## src/rtl/gpio_pkg.sv

```systemverilog
// gpio_pkg
//   Shared constants and helpers for the GPIO interrupt controller.
//   - Register offsets (byte addresses within the 8-bit decoded window)
//   - ADDR_BITS: number of address bits decoded locally
//   - be_mask(): expands a 4-bit byte-enable into a 32-bit lane mask
package gpio_pkg;

  localparam int ADDR_BITS = 8;

  localparam logic [ADDR_BITS-1:0] GPIO_OUT        = 8'h00;
  localparam logic [ADDR_BITS-1:0] GPIO_SET        = 8'h04;
  localparam logic [ADDR_BITS-1:0] GPIO_CLR        = 8'h08;
  localparam logic [ADDR_BITS-1:0] GPIO_TGL        = 8'h0C;
  localparam logic [ADDR_BITS-1:0] GPIO_IN         = 8'h10;
  localparam logic [ADDR_BITS-1:0] GPIO_RISE_EN    = 8'h14;
  localparam logic [ADDR_BITS-1:0] GPIO_FALL_EN    = 8'h18;
  localparam logic [ADDR_BITS-1:0] GPIO_IRQ_STATUS = 8'h1C;

  // First offset past the implemented register block.
  localparam logic [ADDR_BITS-1:0] GPIO_REG_END    = 8'h20;

  function automatic logic [31:0] be_mask(input logic [3:0] be);
    logic [31:0] m;
    m = '0;
    for (int unsigned i = 0; i < 4; i++) begin
      m[i*8 +: 8] = {8{be[i]}};
    end
    return m;
  endfunction

endpackage

```

## src/rtl/gpio_edge_sync.sv

```systemverilog
// gpio_edge_sync
//   Multi-stage synchroniser for asynchronous input pins, followed by one
//   extra flop holding the previous synchronised value for edge detection.
// Ports:
//   clk      in   system clock
//   rst      in   asynchronous active-low reset
//   din      in   WIDTH  asynchronous pin values
//   sync_val out  WIDTH  final synchroniser stage
//   rise     out  WIDTH  sync_val & ~prev (combinational)
//   fall     out  WIDTH  ~sync_val & prev (combinational)
module gpio_edge_sync #(
  parameter int WIDTH  = 12,
  parameter int STAGES = 2
) (
  input  logic             clk,
  input  logic             rst,
  input  logic [WIDTH-1:0] din,
  output logic [WIDTH-1:0] sync_val,
  output logic [WIDTH-1:0] rise,
  output logic [WIDTH-1:0] fall
);

  logic [STAGES-1:0][WIDTH-1:0] r_sync;
  logic [WIDTH-1:0]             r_prev;

  always_ff @(posedge clk or negedge rst) begin
    if (!rst) begin
      r_sync <= '0;
      r_prev <= '0;
    end else begin
      r_sync[0] <= din;
      for (int unsigned s = 1; s < STAGES; s++) begin
        r_sync[s] <= r_sync[s-1];
      end
      r_prev <= r_sync[STAGES-1];
    end
  end

  assign sync_val = r_sync[STAGES-1];
  assign rise     = r_sync[STAGES-1] & ~r_prev;
  assign fall     = ~r_sync[STAGES-1] & r_prev;

endmodule

```

## src/rtl/gpio_irq_controller.sv

```systemverilog
// gpio_irq_controller
//   Parametrised GPIO block on the core data bus with atomic set/clear/
//   toggle of outputs and per-pin rising/falling edge interrupts collected
//   in a sticky write-one-to-clear status register.
// Ports:
//   clk, rst                 clock, asynchronous active-low reset
//   data_req/we/be/addr/wdata bus request side (gnt = req, no stall)
//   data_gnt                 grant
//   data_rvalid/rdata/err    registered response, one cycle after grant
//   gpio_out  [OUT_WIDTH]    output pins
//   gpio_in   [IN_WIDTH]     asynchronous input pins
//   irq                      level interrupt, registered |IRQ_STATUS
module gpio_irq_controller
  import gpio_pkg::*;
#(
  parameter int OUT_WIDTH   = 18,
  parameter int IN_WIDTH    = 12,
  parameter int SYNC_STAGES = 2
) (
  input  logic                 clk,
  input  logic                 rst,
  input  logic                 data_req,
  input  logic                 data_we,
  input  logic [3:0]           data_be,
  input  logic [31:0]          data_addr,
  input  logic [31:0]          data_wdata,
  output logic                 data_gnt,
  output logic                 data_rvalid,
  output logic [31:0]          data_rdata,
  output logic                 data_err,
  output logic [OUT_WIDTH-1:0] gpio_out,
  input  logic [IN_WIDTH-1:0]  gpio_in,
  output logic                 irq
);

  // Registers
  logic [OUT_WIDTH-1:0] r_out;
  logic [IN_WIDTH-1:0]  r_rise_en;
  logic [IN_WIDTH-1:0]  r_fall_en;
  logic [IN_WIDTH-1:0]  r_stat;
  logic                 r_irq;
  logic                 r_rvalid;
  logic [31:0]          r_rdata;
  logic                 r_err;

  // Decode
  logic [ADDR_BITS-1:0] w_off;
  logic                 w_err;
  logic                 w_wr;
  logic                 w_rd;
  logic [31:0]          w_bm;
  logic [31:0]          w_wbits;
  logic                 w_unused;

  // Next-state and datapath
  logic [OUT_WIDTH-1:0] w_out_nxt;
  logic [IN_WIDTH-1:0]  w_rise_en_nxt;
  logic [IN_WIDTH-1:0]  w_fall_en_nxt;
  logic [IN_WIDTH-1:0]  w_w1c;
  logic [IN_WIDTH-1:0]  w_set;
  logic [IN_WIDTH-1:0]  w_sync;
  logic [IN_WIDTH-1:0]  w_rise;
  logic [IN_WIDTH-1:0]  w_fall;
  logic [31:0]          w_rdata;

  gpio_edge_sync #(
    .WIDTH  (IN_WIDTH),
    .STAGES (SYNC_STAGES)
  ) u_edge_sync (
    .clk      (clk),
    .rst      (rst),
    .din      (gpio_in),
    .sync_val (w_sync),
    .rise     (w_rise),
    .fall     (w_fall)
  );

  assign w_off    = data_addr[ADDR_BITS-1:0];
  // Upper address bits are decoded upstream.
  assign w_unused = &{1'b0, data_addr[31:ADDR_BITS]};

  // Error: out of window, misaligned, or write to the read-only IN register.
  assign w_err = (w_off >= GPIO_REG_END) || (data_addr[1:0] != 2'b00) ||
                 (data_we && (w_off == GPIO_IN));

  assign w_wr    = data_req && data_we && !w_err;
  assign w_rd    = data_req && !data_we && !w_err;
  assign w_bm    = be_mask(data_be);
  // Write data with disabled byte lanes forced to zero, so that SET/CLR/TGL
  // and W1C operate only on enabled lanes.
  assign w_wbits = data_wdata & w_bm;

  always_comb begin
    w_out_nxt     = r_out;
    w_rise_en_nxt = r_rise_en;
    w_fall_en_nxt = r_fall_en;
    w_w1c         = '0;
    if (w_wr) begin
      case (w_off)
        GPIO_OUT:        w_out_nxt = (r_out & ~w_bm[OUT_WIDTH-1:0]) |
                                     w_wbits[OUT_WIDTH-1:0];
        GPIO_SET:        w_out_nxt = r_out | w_wbits[OUT_WIDTH-1:0];
        GPIO_CLR:        w_out_nxt = r_out & ~w_wbits[OUT_WIDTH-1:0];
        GPIO_TGL:        w_out_nxt = r_out ^ w_wbits[OUT_WIDTH-1:0];
        GPIO_RISE_EN:    w_rise_en_nxt = (r_rise_en & ~w_bm[IN_WIDTH-1:0]) |
                                         w_wbits[IN_WIDTH-1:0];
        GPIO_FALL_EN:    w_fall_en_nxt = (r_fall_en & ~w_bm[IN_WIDTH-1:0]) |
                                         w_wbits[IN_WIDTH-1:0];
        GPIO_IRQ_STATUS: w_w1c = w_wbits[IN_WIDTH-1:0];
        default: ;
      endcase
    end
  end

  assign w_set = (w_rise & r_rise_en) | (w_fall & r_fall_en);

  always_comb begin
    w_rdata = '0;
    case (w_off)
      GPIO_OUT:        w_rdata[OUT_WIDTH-1:0] = r_out;
      GPIO_IN:         w_rdata[IN_WIDTH-1:0]  = w_sync;
      GPIO_RISE_EN:    w_rdata[IN_WIDTH-1:0]  = r_rise_en;
      GPIO_FALL_EN:    w_rdata[IN_WIDTH-1:0]  = r_fall_en;
      GPIO_IRQ_STATUS: w_rdata[IN_WIDTH-1:0]  = r_stat;
      default: ;
    endcase
  end

  always_ff @(posedge clk or negedge rst) begin
    if (!rst) begin
      r_out     <= '0;
      r_rise_en <= '0;
      r_fall_en <= '0;
      r_stat    <= '0;
      r_irq     <= 1'b0;
      r_rvalid  <= 1'b0;
      r_rdata   <= '0;
      r_err     <= 1'b0;
    end else begin
      r_out     <= w_out_nxt;
      r_rise_en <= w_rise_en_nxt;
      r_fall_en <= w_fall_en_nxt;
      // Set term is ORed after the clear so a coincident event wins.
      r_stat    <= (r_stat & ~w_w1c) | w_set;
      r_irq     <= |r_stat;
      r_rvalid  <= data_req;
      r_rdata   <= w_rd ? w_rdata : '0;
      r_err     <= data_req && w_err;
    end
  end

  assign data_gnt    = data_req;
  assign data_rvalid = r_rvalid;
  assign data_rdata  = r_rdata;
  assign data_err    = r_err;
  assign gpio_out    = r_out;
  assign irq         = r_irq;

endmodule

```

## config.mk

```make
export PLATFORM = sky130hd
export DESIGN_NAME = gpio_irq_controller
export DESIGN_NICKNAME = d
export VERILOG_FILES = /design/src/rtl/gpio_pkg.sv /design/src/rtl/gpio_edge_sync.sv /design/src/rtl/gpio_irq_controller.sv
export SDC_FILE = /design/constraint.sdc
export NUM_CORES = 1
export LEC_CHECK = 0
export BUFFER_PORTS_ARGS = -buffer_cell sky130_fd_sc_hd__buf_4
export CAP_MARGIN = 20
export CORE_UTILIZATION = 57
export CTS_CLUSTER_SIZE = 20
export DETAILED_ROUTE_END_ITERATION = 8
export PLACE_DENSITY = 0.87
export REMOVE_ABC_BUFFERS = 1
export SLEW_MARGIN = 20
export SYNTH_ARGS = -nofsm -noshare
export SYNTH_HDL_FRONTEND = slang
export SYNTH_SLANG_ARGS = --single-unit
```

## constraint.sdc

```tcl
create_clock -name clk -period 3.6 [get_ports clk]
set_input_delay 0.36 -clock clk [delete_from_list [all_inputs] [get_ports clk]]
set_output_delay 0.36 -clock clk [all_outputs]
set_load 0.005 [all_outputs]
```

==> metrics list, run 1 <==
* Initial core utilization: 0.5856
* Antenna Diode Count: 0
- Worst EP arrival: about 2600 ps
- The tree is rooted in a clkbuf_8.
- The filler cells instantiated in the layout total 641.
- Cell with the largest stage delay on the worst path: or4b_1
* Peak supply drop: ~0.00021 V
* GR Overflow Total: 0
* Final HPWL from detailed placement: 7.847 mm
- The first global-routing pass estimated 18.33 mm of wire.
- The count of nets left with antenna violations once routing finished came out at 0.
* Routed Wire Length: around 12 mm
- Highest cell delay on the worst timing path: 900 ps
- Die boundary height: about 96 um
* Clock latency on the worst-skew pair: between 300 and 400 ps
- Max Root-Sink Buffers: 2
* Net count, final: slightly above 600
- DR DRC count: 0
- First DRT Iteration DRCs: ~310
- Leading post-synthesis cells by cell area: dfrtp_1 55%, ha_1 4.4%, mux2i_1 4.3%, nand2_1 3.8%, mux2_2 3.5%
- Number of antenna violations at the first check in global routing: 0
* TritonCTS clock tree: done
* Storage cell area: approximately 0.0028 mm^2
* Crit. End Element: register
- Top Family by Delay on Critical Path: simple AND/OR/NAND/NOR gates
* Req. time, crit path: between 3000 and 4000 ps
- Largest net degree at the start of global routing: 67
- After clock tree synthesis, the clock-pin slew on the worst setup and hold paths is 100 ps.
* Number of violations of the max-capacitance limit: 0
- In the final layout, the share of cells above drive strength 1 is 0.2529.
- Summing internal, switching and leakage power gives roughly 2.3 mW.
- Setup violations remaining at the end of the flow were counted as 0.
* Row cnt: 34
- Measured on the finished design, the core utilization comes to 0.6869.
* Synth unique cells: 45
- The via count of the first global-routing pass came to between 3k and 4k.
* Peak fanout along the critical path: 31
- Buffers added to address setup during post-CTS repair amount to 0.
- Maximum clock rate: approximately 430 MHz
- CP Buf/Inv Count: 1
- The commonest cells after synthesis are 111 x dfrtp_1, 51 x nand2_1, 22 x mux2i_1.
* Total I/O pin count: approximately 140
* Time the final worst path needs with I/O delays and setup: around 2300 ps
* Combined area of the multi-input logic cells: 0.002115 mm^2
* # H-tree levels: 3
* Router iterations before antenna repair: 7
- The run finished, with violations left.
- The routed layout has between 3k and 4k vias.
- Of the post-synthesis cell area, the dominant cell type holds 0.5465.
- Of the available clock period, the critical path in the final layout requires 0.6464.
- After detailed routing, the number of vias per cell comes to roughly 6.1.
* Resize count post-CTS: 0
- Hold slack: -13.37 ps
* Final Hold Viols: 17
- In this run the mean area of a mapped cell was about 12 um^2.
- The final reports fail on hold timing.
* Register bit total from synthesis: 111
- Cell chain of the critical path: buf_4 -> and4bb_1 -> nand2_2 -> or4b_1 -> mux2_4
- Between clock sinks in the finished design, the worst skew comes to a little over 9 ps.
- Synthesis handed over a netlist of 435 instances.
- Die ar.: 0.009298 mm^2
- CTS sink cnt: about 110
* GPL Wtd Cong: ~0.80
- Seq/Total Area, Yosys: 0.5465
- Per-cell routed wire length: around 19 um
* Leak: a little under 3 nW
* Kind of start point of the critical path: input port
- The most used flip-flop cell after synthesis is dfrtp_1.
* Num CTS Buffers: 9
- For this design the ratio of total power to cell area is about 390 mW/mm^2.
* Post-cts hold buffer count: 0
- Worst Setup Path Type: in2reg
- Count of flip-flops with a built-in enable after synthesis: 0
- Global Route Usage Sum: 0.2710
* Horiz. Die Dim: 96.43 um
* Floorplan core area: about 0.0087 mm^2
- By instance count, the leading cell after synthesis is dfrtp_1.
- Worst min-delay path category: in2async
* Synthesized cell area: between 0.005 and 0.006 mm^2
- The biggest area contributor in the post-synthesis netlist is dfrtp_1.
* Slew of the pin with the lowest slew margin: 837.6 ps
- In this run the tool buffered the top-level ports with 84 buffer cells.
- The number of pins exceeding their max-slew limit in the final report was 0.
* Worst slew slack as a fraction of its limit: 0.4378
* Warnings from Yosys: 0
- Post-route setup TNS: 0 ps
- Unrepaired setup endpoints after global routing: no
- FFs w/ async S/R, synth: 1.000
- From synthesis to final layout, the design area changed by 17.28%.
-- per-layer routing --
layer	up-vias	wire [um]	GRT usage
li1	1710	-	-
met1	1868	5084	0.3654
met2	194	5582	0.4356
met3	25	982	0.05164
met4	0	247	0.1078
met5	-	0	0
-- cell usage in the layout (no fill, tap or decap), types with 14 or more instances in the layout --
| cell | n |
|---|---|
| dfrtp_1 | 111 |
| buf_4 | 87 |
| nand2_1 | 51 |
| mux2i_1 | 22 |
| o21ai_0 | 21 |
| o22ai_1 | 18 |
| a21o_1 | 18 |
| ha_1 | 18 |
| mux2_2 | 16 |
| conb_1 | 14 |
-- logic make-up after synthesis --
logic type | share of synthesized area
AOI/OAI and AO/OA | 0.1494
DFF | 0.5465
and+or+nand+nor | 0.1096
muxes | 0.1024
buffers and inverters | 0.04702
adders and majority gates | 0.04431
other | 0.0007378
-- area by class of cell --
cell class,instances,area share
Clock buffer,11,0.02372
Clock inverter,5,0.01364
Inverter,10,0.006297
Multi-Input combinational cell,293,0.3547
Sequential cell,111,0.4660
Tap cell,108,0.02267
Timing Repair Buffer,88,0.1129
-- per-stage QoR --
stage	worst slack, ps	std cells	instance area [um^2]	hold slack, ps
after CTS	1320	626	5961	0.3785
after floorplan	1598	414	4930	64.41
after global placement	1004	610	5738	332.6
after detailed placement	926.3	610	5738	334.7
final	1273	626	5961	-13.37
after global routing	1265	626	5961	23.43
-- final timing paths --
| check | depth (start not counted) | slack [ps] | start | end |
|---|---|---|---|---|
| worst max-delay path | 5 | 1270 | data_addr[2] | register |
| worst min-delay path | 1 | -10 | rst | data_rdata[15]$_DFF_PN0_ |
| worst max register to register | 5 | 2300 | gpio_out[5]$_DFFE_PN0P_ | gpio_out[5]$_DFFE_PN0P_ |
| worst min register to register | 0 | 350 | u_edge_sync.r_sync[7]$_DFF_PN0_ | u_edge_sync.sync_val[7]$_DFF_PN0_ |
| max in group asynchronous | 2 | 2870 | rst | asynchronous set/reset pin |
| min in group clk | 1 | 80 | gpio_in[3] | u_edge_sync.r_sync[3]$_DFF_PN0_ |
-- where the power goes --
part	internal [mW]	switching [mW]	total, mW
sequential	1.28	0.0268	1.31
clock	0.411	0.411	0.822
combinational	0.0911	0.111	0.203
total	1.78	0.549	2.33
(Power assumes the default switching activity.)
==> run 2: changes to the inputs <==
CORE_UTILIZATION = 47   (was 57)
PLACE_DENSITY = 0.77   (was 0.87)
clock period = 2.1 ns   (was 3.6 ns; I/O delays follow)
==> metrics list, run 2 (synthesis gave the netlist of run 1 again) <==
* Status: complete, no violations
- The worst setup path is captured at a register.
- At the later pin of the worst-skew pair, clock insertion delay measures about 370 ps.
- Peak fanout along the critical path: 6
- Final HPWL from detailed placement: 8.763 mm
* Clock tree root driver cell: clkbuf_8
- Share of final-layout standard cells stronger than drive strength 1: 0.2754
- Design area: 0.006254 mm^2
- Number of antenna violations at the first check in global routing: 0
- Summing all placed instances gives a cell area of 0.005936 mm^2.
- Net count, final: around 650
- Using the TritonRoute via totals, the vias-per-cell ratio works out to 5.706.
- Setup total negative slack on the finished layout was measured at 0 ps.
- The critical path in this run is classified as in2reg.
- For this configuration, the core starts out at a cell density of 0.4879.
- Clock skew on the completed layout was measured at around 8.1 ps.
- Antenna Diode Count: 0
- Unrepaired setup endpoints after global routing: no
* Number of setup violations in the final report: 0
* Slew of the pin with the lowest slew margin: approximately 600 ps
- Clock-pin transition on the worst setup and hold timing paths: 100 ps
- On the critical path the largest part of the delay comes from simple AND/OR/NAND/NOR gates.
* Per-cell routed wire length: 18.39 um
* Total I/O pin count: about 140
* TritonCTS clock tree: done
- After layout, the design draws a total of 3.789 mW.
* Final Hold Viols: 0
- In this run the static leakage power is 3.087 nW.
- Worst min-delay path category: in2reg
- The total area inside the core boundary comes to 0.01042 mm^2.
- Count of antenna-violating nets left after detailed routing: 0
- For the finished layout, the period the worst path requires is 1990 ps.
- Overall via count from detail_route: around 3.9k
- Peak supply drop: 0.0003270 V
* CP Buf/Inv Count: 2
- The H-tree was split into 3 levels.
- After global routing the overflow that remains totals 0.
- Walking the worst path, the cells encountered are dlygate4sd3_1 -> buf_4 -> nor4bb_2 -> and2_1 -> nand4_1 -> mux2_2.
- Number of global-route vias before repair: 4000
- In this run, the number of DRC markers left after iteration 0 of detailed routing was about 270.
- DR DRC count: 0
- The number of setup buffers added after CTS is 0.
- Horiz. Die Dim: roughly 110 um
* Most common cell after layout, fill and taps aside: dfrtp_1
* Layout Area Growth over Synthesis: 23.04%
- At the end of routability-driven placement, the weighted congestion stood at approximately 0.83.
* CTS sink cnt: about 110
- Die ar.: about 0.011 mm^2
- The worst setup path is launched from an input port.
- Routed Wire Length: between 10 and 15 mm
* Number of port buffers: between 80 and 90
- Across every metal layer, demand over resource in global routing totals 0.2376.
- Largest net degree at the start of global routing: 47
- Highest cell delay on the worst timing path: ~530 ps
* Number of violations of the max-capacitance limit: 0
- Maximum clock rate: about 500 MHz
* Num CTS Buffers: 9
- STA puts the critical path data required time at 2360 ps.
* Global-route wire length before repair: approximately 20 mm
- Worst slew slack as a fraction of its limit: 0.5997
* Hold slack: about 84 ps
* Worst EP arrival: about 2300 ps
- Final Slew Violations: 0
- Counting along the longest clock path gives a buffer depth of 2.
- Die boundary height: around 110 um
- Row cnt: 37
- In this run the power density over the cells is 605.8 mW/mm^2.
* Leading cell types in the layout, fill and taps excluded: 111 x dfrtp_1, 106 x buf_4, 51 x nand2_1
- Router iterations before antenna repair: 5
- Part of the cycle the worst path needs: 0.9478
- Cell with the largest stage delay on the worst path: dlygate4sd3_1
==> run 2: changes by cell type in the layout (fill, tap and decap cells not counted), sizes merged <==
cell         change
buf             +20
dlygate4sd3     +14
bufinv           -2
inv              +2
clkbuf           -1
clkinv           +1
==> run 2: what timing repair did <==
action,4_1_cts,5_1_grt
resized for setup,0,1
setup endpoints to repair,0,4
endpoints found under the hold margin,57,0
hold buffers,14,0
==> run 2: worst paths after layout <==
check                                           startpoint  depth (start not counted)  slack, ps                                end
setup / recovery                                  data_req                          6        110                           register
hold / removal                               data_wdata[6]                          2         80                           register
setup reg to reg                   gpio_out[1]$_DFFE_PN0P_                          5        790            gpio_out[1]$_DFFE_PN0P_
hold reg to reg            u_edge_sync.r_sync[8]$_DFF_PN0_                          0        360  u_edge_sync.sync_val[8]$_DFF_PN0_
max in group asynchronous                              rst                          3       1120            data_rdata[8]$_DFF_PN0_
min in group asynchronous                              rst                          2        380           data_rdata[17]$_DFF_PN0_
==> run 2: worst register-to-register path, stage by stage, from the launching register on <==
cell and delay [ps]:
dfrtp_1 440, ha_1 310, inv_1 40, mux2i_1 160
o22ai_1 100, a21o_1 160
==> run 2: per-layer routing <==
layer	share of wire	routed length, um	vias to the layer above	GRT usage
met5	0	0	-	0
met4	0.017	211	0	0.08829
met3	0.060	754	22	0.03801
met2	0.48	6111	155	0.3838
met1	0.44	5574	1971	0.3245
li1	-	-	1778	-
==> run 2: layout make-up <==
type	count	area [um^2]
clock buffer	10	127.6
clock inverter	6	43.79
fill	870	4163
inverter	10	37.54
multi-input combinational	293	2121
sequential	111	2778
tap	136	170.2
timing repair buffer	122	975.9
==> run 2: power by group <==
| part | internal [mW] | switching [mW] |
|---|---|---|
| logic | 0.182 | 0.199 |
| clock network | 0.439 | 0.728 |
| registers | 2.19 | 0.0466 |
| total | 2.81 | 0.974 |
==> run 2: metrics by stage <==
step	util	setup WS, ps	std cells
6_report	0.6004	109.5	688
5_1_grt	0.6004	48.65	688
4_1_cts	0.5998	27.43	688
3_5_place_dp	0.5699	163.6	658
3_3_place_gp	0.5699	198.1	658
2_1_floorplan	-	248.3	414
==> run 3: changes to the inputs <==
CORE_UTILIZATION = 57   (was 47)
PLACE_DENSITY = 0.87   (was 0.77)
clock period = 2.4 ns   (was 2.1 ns; I/O delays follow)
==> metrics list, run 3 (synthesis gave the netlist of run 1 again) <==
* Hold slack: 7.052 ps
- In the final design database the tool counted between 600 and 700 nets.
* Number of port buffers: 84
* CTS sink cnt: 111
- After detailed routing, the average wire length per cell comes to around 19 um.
- The library cell used most frequently in the layout, excluding fill and tap cells, is dfrtp_1.
* Horiz. Die Dim: between 90 and 100 um
- Summed over all cells, the static leakage comes to approximately 3.1 nW.
- Summed over all layers, the global routing overflow is 0.
* Pre-CTS setup slack: 289.1 ps
- For this design, the slowest cell found on the critical path is or3_1.
- Post-place instance area: 0.005798 mm^2
* Count of antenna-violating nets left after detailed routing: 0
- Worst slew slack as a fraction of its limit: 0.4695
- The congestion estimate from routability-driven global placement came to 0.7916.
* Antenna Diode Count: 0
- The tightest min-delay check is of the in2reg type.
* Power per cell area: between 500 and 600 mW/mm^2
- Slew of the pin with the lowest slew margin: around 800 ps
- Number of setup violations in the final report: 0
* Router iterations before antenna repair: 6
* Final setup slack of the worst path: 666.7 ps
- After routing, the total negative slack on setup checks comes to 0 ps.
- Status: complete, no violations
- Proportion of total power due to net switching: 0.2399
- Cell internal power was estimated by the tool at 2.693 mW.
- Seq pwr share: 0.553
* Total I/O pin count: ~140
* Clk pwr share: 0.356
* Initial core utilization: 0.5856
* Max Root-Sink Buffers: 2
- The via count of the first global-routing pass is about 3.8k.
* Unrepaired setup endpoints after global routing: no
- Of all nets on the critical path, the largest fanout is 8.
- At the worst endpoint, the arrival time is 2000 ps.
* CP Buf/Inv Count: 1
- After legalization and detailed placement, the total HPWL measured roughly 7.9 mm.
- For this run, the top clock speed supported by timing is 576.9 MHz.
* Worst Setup Path Type: in2reg
* Peak supply drop: 0.0004400 V
- The number of hold-slack violations in the final timing report came to 0.
- Counting tap cells, the placed design contains a total of ~620 instances.
* Time the final worst path needs with I/O delays and setup: roughly 1700 ps
* Final standard cell utilization of the core: 0.7095
* Portion of total power attributed to combinational logic: 0.091
- After detailed routing, the number of vias per cell comes to between 6 and 7.
* Number of violations of the max-capacitance limit: 0
* Final clock skew: 13.90 ps
- Die ar.: slightly above 0.009 mm^2
- Top Family by Delay on Critical Path: simple AND/OR/NAND/NOR gates
- Final Slew Violations: 0
- Die boundary height: ~96 um
- Layout Area Growth over Synthesis: 21.15%
- Traced cell by cell, the critical path runs through buf_4 -> or3_1 -> nor3_1 -> nand4_2 -> mux2_2.
- Share of final-layout standard cells stronger than drive strength 1: 0.2597
- Clock latency on the worst-skew pair: 380 ps
* Req. time, crit path: about 2700 ps
- In the global route stage, overall resource usage came out at 0.2735.
* Clock-pin transition on the worst setup and hold timing paths: 100 ps
- Total power for the finished layout comes to between 3 and 4 mW.
- STA classifies the critical path endpoint as a register.
- In the finished design, the share of the clock period the worst path needs comes to 0.7222.
- The library cells used most frequently in the layout, excluding fill and tap cells, are 111 x dfrtp_1, 95 x buf_4, 51 x nand2_1.
- STA classifies the critical path startpoint as an input port.
- TritonCTS created 9 clock buffers.
- The layout has roughly 600 filler cells.
* Largest net degree at the start of global routing: 112
* DR DRC count: 0
- TritonCTS clock tree: done
- After routing the design area is around 0.006 mm^2.
* Global-route wire length before repair: ~19 mm
- In this run the core area contains 34 standard-cell rows.
* Number of antenna violations at the first check in global routing: 0
* Clock tree root driver cell: clkbuf_8
- CTS built an H-tree with a depth of 3.
* Final Instance Count excl. Fillers: 647
- For this design the total switching power over the nets is ~0.85 mW.
- Highest cell delay on the worst timing path: 440 ps
- First DRT Iteration DRCs: approximately 370
* Routed Wire Length: between 10 and 15 mm
* Overall via count from detail_route: 3929
- In this run the standard cell core region covers about 0.0087 mm^2.
[run 3: worst register-to-register path, delay by kind of cell, from the launching register on]
| kind | cells | cell delay (ps) |
|---|---|---|
| flops | 1 | 430 |
| fa+ha+maj | 1 | 310 |
| compound gates | 2 | 270 |
| mux | 1 | 140 |
| buf+inv | 1 | 50 |
[run 3: final cells by class]
class	count	area, um^2	area share
well taps	108	135.1	0.02195
flip-flops and latches	111	2778	0.4511
multi-input cells	293	2115	0.3434
clock inverters	6	91.34	0.01483
repair buffers	109	863.3	0.1402
clock buffers	10	137.6	0.02235
inverters	10	37.54	0.006096
[run 3: what timing repair did]
action	CTS	global route
setup buffers	0	0
endpoints found under the hold margin	123	0
resized for setup	0	0
hold buffers	13	0
[run 3: power groups by stage]
stage / Clock, mW / Combinational (mW) / Sequential (mW)
global placement: 0 / 0.291 / 1.99
detailed placement: 0 / 0.303 / 1.99
global route: 1.35 / 0.357 / 1.97
floorplan: 0 / 0.111 / 1.99
CTS: 1.28 / 0.322 / 1.96
finish: 1.26 / 0.323 / 1.96
[run 3: per-layer routing]
layer | share of wire | track usage
met1 | 0.42 | 0.3662
met2 | 0.47 | 0.4403
met3 | 0.090 | 0.04538
met4 | 0.024 | 0.1225
met5 | 0 | 0
[run 3: final timing paths]
kind                                                 startpoint  slack, ps  cells after the start                           endpoint
min in group asynchronous                                   rst        470                      3           data_rdata[17]$_DFF_PN0_
max in group asynchronous                                   rst       1490                      3           gpio_out[11]$_DFFE_PN0P_
worst max-delay path                               data_addr[5]        670                      5                           register
worst min register to register  u_edge_sync.r_sync[1]$_DFF_PN0_        360                      0  u_edge_sync.sync_val[1]$_DFF_PN0_
worst max register to register          gpio_out[6]$_DFFE_PN0P_       1100                      5            gpio_out[6]$_DFFE_PN0P_
worst min-delay path                                   data_req          7                      1              data_rvalid$_DFF_PN0_
